**src/rtl/magic_pkt_driver_pkg.sv**
```systemverilog
// Shared types for the magic packet driver: FSM state encoding and LFSR tap masks.
// Tap masks are for a right-shifting Galois LFSR; unlisted widths fall back to a simple rotate.
package magic_pkt_driver_pkg;

    typedef enum logic [2:0] {
        ST_IDLE  = 3'd0,
        ST_FILL  = 3'd1,
        ST_MAGIC = 3'd2,
        ST_DRAIN = 3'd3,
        ST_DONE  = 3'd4
    } state_e;

    localparam logic [31:0] LFSR_SEED = 32'd1;

    function automatic logic [31:0] lfsr_taps(input int width);
        logic [31:0] taps;
        case (width)
            2:       taps = 32'h0000_0003;
            3:       taps = 32'h0000_0006;
            4:       taps = 32'h0000_000C;
            5:       taps = 32'h0000_0014;
            6:       taps = 32'h0000_0030;
            7:       taps = 32'h0000_0060;
            8:       taps = 32'h0000_00B8;
            16:      taps = 32'h0000_B400;
            32:      taps = 32'h8020_0003;
            default: taps = 32'h1 << (width - 1);
        endcase
        return taps;
    endfunction

endpackage

```
**src/rtl/magic_pkt_driver_pkt_lfsr.sv**
```systemverilog
// Filler-data generator: Galois LFSR, seeded to 1 on reset, steps once per adv.
// Latency: value reflects the current state; a step is visible the cycle after adv.
// Backpressure: none, the owner only raises adv for accepted filler pushes.
module pkt_lfsr
    import magic_pkt_driver_pkg::*;
#(
    parameter int WIDTH = 8
) (
    input  logic             clk,
    input  logic             rst,
    input  logic             adv,
    output logic [WIDTH-1:0] value
);

    localparam logic [WIDTH-1:0] TAPS = WIDTH'(lfsr_taps(WIDTH));
    localparam logic [WIDTH-1:0] SEED = WIDTH'(LFSR_SEED);

    logic [WIDTH-1:0] lfsr_q;
    logic [WIDTH-1:0] lfsr_d;

    always_comb begin
        lfsr_d = lfsr_q;
        if (adv) begin
            lfsr_d = {1'b0, lfsr_q[WIDTH-1:1]} ^ (lfsr_q[0] ? TAPS : '0);
        end
    end

    always_ff @(posedge clk or negedge rst) begin
        if (!rst) begin
            lfsr_q <= SEED;
        end else begin
            lfsr_q <= lfsr_d;
        end
    end

    assign value = lfsr_q;

endmodule

```
**src/rtl/magic_pkt_driver.sv**
```systemverilog
// FIFO exerciser: pushes N LFSR fillers then one magic word (flagged by start), then drains.
// Latency: first push the cycle after go; done one cycle after the pop that empties the FIFO.
// Backpressure: push gated by full, pop gated by empty, both combinationally; counts never slip.
`ifndef FIFO_DWIDTH
`define FIFO_DWIDTH 8
`endif
`ifndef FIFO_DEPTH
`define FIFO_DEPTH 8
`endif

module magic_pkt_driver
    import magic_pkt_driver_pkg::*;
#(
    parameter  int WIDTH  = `FIFO_DWIDTH,
    parameter  int DEPTH  = `FIFO_DEPTH,
    parameter  int PWID   = 8,
    localparam int CNTWID = $clog2(DEPTH) + 1
) (
    input  logic              clk,
    input  logic              rst,
    input  logic              go,
    input  logic [PWID-1:0]   pre_count,
    input  logic [WIDTH-1:0]  magic_data,
    input  logic              full,
    input  logic              empty,
    output logic              push,
    output logic              pop,
    output logic              start,
    output logic [WIDTH-1:0]  data_out,
    output logic              busy,
    output logic              done,
    output logic [CNTWID-1:0] occ
);

    localparam logic [CNTWID-1:0] OCC_MAX = CNTWID'(DEPTH);
    localparam logic [WIDTH-1:0]  LSB_ONE = WIDTH'(1);

    state_e            state_q, state_d;
    logic [PWID-1:0]   fill_cnt_q, fill_cnt_d;
    logic [WIDTH-1:0]  magic_q, magic_d;
    logic [CNTWID-1:0] occ_q, occ_d;
    logic              tog_q, tog_d;

    logic              lfsr_adv;
    logic [WIDTH-1:0]  lfsr_val;
    logic [WIDTH-1:0]  filler;

    pkt_lfsr #(
        .WIDTH (WIDTH)
    ) u_lfsr (
        .clk   (clk),
        .rst   (rst),
        .adv   (lfsr_adv),
        .value (lfsr_val)
    );

    // A filler that collides with the magic word would fake an early match downstream.
    assign filler = (lfsr_val == magic_q) ? (lfsr_val ^ LSB_ONE) : lfsr_val;

    always_comb begin
        state_d    = state_q;
        fill_cnt_d = fill_cnt_q;
        magic_d    = magic_q;
        tog_d      = ~tog_q;
        push       = 1'b0;
        pop        = 1'b0;
        start      = 1'b0;
        done       = 1'b0;
        data_out   = '0;
        lfsr_adv   = 1'b0;

        case (state_q)
            ST_IDLE: begin
                if (go) begin
                    fill_cnt_d = pre_count;
                    magic_d    = magic_data;
                    state_d    = (pre_count != '0) ? ST_FILL : ST_MAGIC;
                end
            end
            ST_FILL: begin
                data_out = filler;
                push     = ~full;
                pop      = tog_q & ~empty;
                if (push) begin
                    lfsr_adv   = 1'b1;
                    fill_cnt_d = fill_cnt_q - PWID'(1);
                    if (fill_cnt_q == PWID'(1)) begin
                        state_d = ST_MAGIC;
                    end
                end
            end
            ST_MAGIC: begin
                data_out = magic_q;
                push     = ~full;
                start    = push;
                pop      = tog_q & ~empty;
                if (push) begin
                    state_d = ST_DRAIN;
                end
            end
            ST_DRAIN: begin
                pop = ~empty;
                if ((occ_q == CNTWID'(1) && pop) || occ_q == '0) begin
                    state_d = ST_DONE;
                end
            end
            ST_DONE: begin
                done    = 1'b1;
                state_d = ST_IDLE;
            end
            default: begin
                state_d = ST_IDLE;
            end
        endcase
    end

    always_comb begin
        occ_d = occ_q;
        if (push && !pop) begin
            occ_d = (occ_q == OCC_MAX) ? occ_q : occ_q + CNTWID'(1);
        end else if (pop && !push) begin
            occ_d = (occ_q == '0) ? occ_q : occ_q - CNTWID'(1);
        end
    end

    always_ff @(posedge clk or negedge rst) begin
        if (!rst) begin
            state_q    <= ST_IDLE;
            fill_cnt_q <= '0;
            magic_q    <= '0;
            occ_q      <= '0;
            tog_q      <= 1'b0;
        end else begin
            state_q    <= state_d;
            fill_cnt_q <= fill_cnt_d;
            magic_q    <= magic_d;
            occ_q      <= occ_d;
            tog_q      <= tog_d;
        end
    end

    assign busy = (state_q != ST_IDLE);
    assign occ  = occ_q;

endmodule

```
**config.mk**
```make
export PLATFORM = sky130hd
export DESIGN_NAME = magic_pkt_driver
export DESIGN_NICKNAME = d
export VERILOG_FILES = /design/src/rtl/magic_pkt_driver_pkg.sv /design/src/rtl/magic_pkt_driver_pkt_lfsr.sv /design/src/rtl/magic_pkt_driver.sv
export SDC_FILE = /design/constraint.sdc
export NUM_CORES = 1
export LEC_CHECK = 0
export ABC_AREA = 1
export CORE_MARGIN = 4
export CORE_UTILIZATION = 30
export DETAILED_ROUTE_END_ITERATION = 10
export HOLD_SLACK_MARGIN = 0.08
export MAX_ROUTING_LAYER = met4
export PLACE_DENSITY_LB_ADDON = 0.3
export SLEW_MARGIN = 20
export SYNTH_ARGS = -nofsm -noshare
export SYNTH_HDL_FRONTEND = slang
export SYNTH_SLANG_ARGS = --single-unit
```
**constraint.sdc**
```tcl
create_clock -name clk -period 2.9 [get_ports clk]
set_input_delay 0.58 -clock clk [delete_from_list [all_inputs] [get_ports clk]]
set_output_delay 0.58 -clock clk [all_outputs]
set_load 0.02 [all_outputs]
```
==> flow_summary.toml <==
[outcome]
status = "finished clean"

[sta]
skew_ns = 0.0105
worst-slew-pin-transition_ns = 0.420
holdWs_ns = 0.405
min_period_over_period = 0.921
slew_headroom = 0.720
max_freq_mhz = 375
final.setup.tns_ns = 0
finalHoldViolCount = 0
drv_slew = 0
rsz0062_at_grt = "false"
setup_violations = 0
min_period_ns = 2.67
fin_ws_ns = 0.230

[placed_design]
place_ws_ns = 0.251
dpl.hpwl_um = 3680
gp_congestion = 0.889
portBuffers = 37

[finish]
final_util = 0.396
multi_input_area_mm2 = 0.00115
area_delta_synth_final_pct = 27.6
seq_area_um2 = 802
drive_gt1_frac = 0.122
fin_nets = 338
fillers = 697
diodes = 0

[drt]
final_antenna_net_count = 0
drt-total-wl_um = 4900
drc_errors = 0
vias_per_cell = 4.58
wl_per_cell_um = 12.0
dr.first_iter.drc_count = 128
vias = 1867
dr.pass1.iters = 4

[clocking]
clockBufferDepth = 2
cts_buffers = 5
cts_setup_buffers = 0
tritoncts = "done"
cts_resized = 0
cts_num_sinks = 32
htree_levels = 2
root_buffer = "clkbuf_8"
clk_transition_reported_paths_ns = 0.06
clock_latency_ns = 0.28
cts_hold_buf = 0

[critical_path]
cp_max_fo = 19
critPathLaunchType = "flip-flop"
worstPathRequired_ns = 2.32
arrival_ns = 2.09
rrSetupSlack_ns = 1.29
endpoint_kind = "output port"
setup.worst_path.class = "reg -> out"

[pwr]
share_comb_of_total_power = 0.582
peakVddDrop_mv = 0.477
swShare = 0.473
pwr-share-seq = 0.294
power_density_mw_per_mm2 = 1140
leakagePower_nw = 1.20
p_clk_frac = 0.125
p_sw_w = 0.00144
power_w = 0.00305
internal_power_w = 0.00161

[global_routing]
antenna_found_initial = 0
grt_start_max_net_pins = 33
grt_pass1_wl_um = 8560
grt_usage = 0.128
grt_pass1_vias = 1795
overflow = 0

[logic_synthesis]
synth_top_family_by_area = "simple AND/OR/NAND/NOR gates"
synthesis.nets = 296
synth_largest_area_cell = "dfrtp_1"
synth_xor_area_frac = 0.0457
synth_fa_ha_area_frac = 0.0356
ys_types = 33
syn_area_mm2 = 0.00211
ys_warn_count = 0
syn-mean-instance-area_um2 = 7.83
synth_compound_area_frac = 0.111
ys_top_cells_by_area = "dfrtp_1 (37%), nand2_1 (11%), o21ai_0 (7.6%)"
synth_seq_area_share = 0.381
synth_top_cell_area_share = 0.368
synth.area.mux_share = 0.0374
yosys.area_share.simple = 0.315
synth_seq_cells = 32
syn_inst = 269

[worst_hold_path]
hold_path_class = "reg -> reg"

[floorplanning]
io_pins = 38
die_h_um = 91.8
coreArea_mm2 = 0.00679
die-area_mm2 = 0.00843
rows = 30
die_w_um = 91.8
start_util = 0.310

[run]
max_cap_violations = 0
[power groups by stage]
| stage | clock network (W) | registers (W) | logic [W] |
|---|---|---|---|
| floorplan | 0 | 0.000865 | 0.00129 |
| global placement | 0 | 0.000896 | 0.00177 |
| detailed placement | 0 | 0.000895 | 0.00179 |
| CTS | 0.000391 | 0.000892 | 0.00179 |
| global route | 0.000413 | 0.000925 | 0.00201 |
| finish | 0.000380 | 0.000895 | 0.00178 |
[critical path: stages, from the launching register on]
cell and delay, ns:
dfrtp_1 0.45, inv_2 0.13, nand3_4 0.22, inv_2 0.25
nand3_1 0.11, nand2_1 0.07, clkdlybuf4s50_1 0.59
[cell usage after synthesis]
master,n
buf_6,1
dfstp_2,1
o21ai_2,1
xnor2_1,7
nor2_1,29
nor3b_1,1
nand2_8,1
a21oi_1,5
nand2_4,5
mux2_2,7
ha_1,6
buf_2,2
a31oi_1,1
clkbuf_1,1
o21ai_0,32
xor2_1,4
nand3_1,15
nand4_4,1
nand2_1,61
o21ai_1,1
inv_2,5
nand3_4,2
nand3_2,2
nand4_2,1
nand4_1,8
nor3_1,1
nor2_4,1
o22ai_1,1
clkinv_1,1
inv_1,29
nand2_2,2
o211ai_1,3
dfrtp_1,31
[sequential cells by signal, summed over array words and instances, names as in the netlist]
name          cells
state_q           3
u_lfsr.value      8
magic_q           8
tog_q             1
fill_cnt_q        8
occ               4
[layout make-up]
class | instances | area share
clock buffer | 8 | 0.0372
inverter | 35 | 0.0489
timing repair buffer | 39 | 0.143
sequential | 32 | 0.298
tap | 96 | 0.0447
multi-input combinational | 198 | 0.427
[placed cells by master (no fill, tap or decap), types with 2 or more instances in the layout]
| cell | synthesis | final |
|---|---|---|
| buf_4 | 0 | 2 |
| a21oi_1 | 5 | 5 |
| nand2_4 | 5 | 5 |
| nand3_1 | 15 | 15 |
| mux2_2 | 7 | 7 |
| nand2_2 | 2 | 2 |
| clkbuf_8 | 0 | 7 |
| nor2_1 | 29 | 29 |
| nand4_1 | 8 | 8 |
| nand3_2 | 2 | 2 |
| dfrtp_1 | 31 | 31 |
| xor2_1 | 4 | 4 |
| ha_1 | 6 | 6 |
| inv_2 | 5 | 5 |
| inv_1 | 29 | 29 |
| o21ai_0 | 32 | 32 |
| nand2_1 | 61 | 61 |
| nand3_4 | 2 | 2 |
| xnor2_1 | 7 | 7 |
| o211ai_1 | 3 | 3 |
| clkdlybuf4s50_1 | 0 | 37 |
[cell families after synthesis]
group,count (synthesis)
AO/OA/AOI/OAI,44
multiplexers,7
buffers and inverters,39
AND/OR/NAND/NOR,130
adder cells (fa/ha/maj),6
flip-flops,32
XOR/XNOR,11
[final timing paths]
kind                                              from                           to  depth (start not counted)
worst min register to register         tog_q$_DFF_PN0_              tog_q$_DFF_PN0_                          1
max in group asynchronous                          rst  u_lfsr.value[0]$_DFFE_PN1P_                          2
worst max register to register  state_q[0]$_DFFE_PN0P_    fill_cnt_q[3]$_DFFE_PN0P_                          8
min in group asynchronous                          rst    fill_cnt_q[5]$_DFFE_PN0P_                          2
worst min-delay path                   tog_q$_DFF_PN0_              tog_q$_DFF_PN0_                          1
worst max-delay path            state_q[2]$_DFFE_PN0P_                  data_out[0]                          6
[metal layers]
metal / part of all wire / vias up / track usage / routed length (um)
met5: 0 / - / - / 0
met4: 0.0035 / 0 / 0.0260 / 17
met3: 0.056 / 3 / 0.0386 / 274
met2: 0.44 / 37 / 0.192 / 2160
met1: 0.50 / 866 / 0.172 / 2450
li1: - / 961 / - / -
[stage by stage]
step	instances	area, um2
after floorplan	269	2110
after global placement	400	2590
after detailed placement	400	2590
after CTS	408	2690
after global routing	408	2690
final	408	2690
Power figures use the tool's default switching activity.
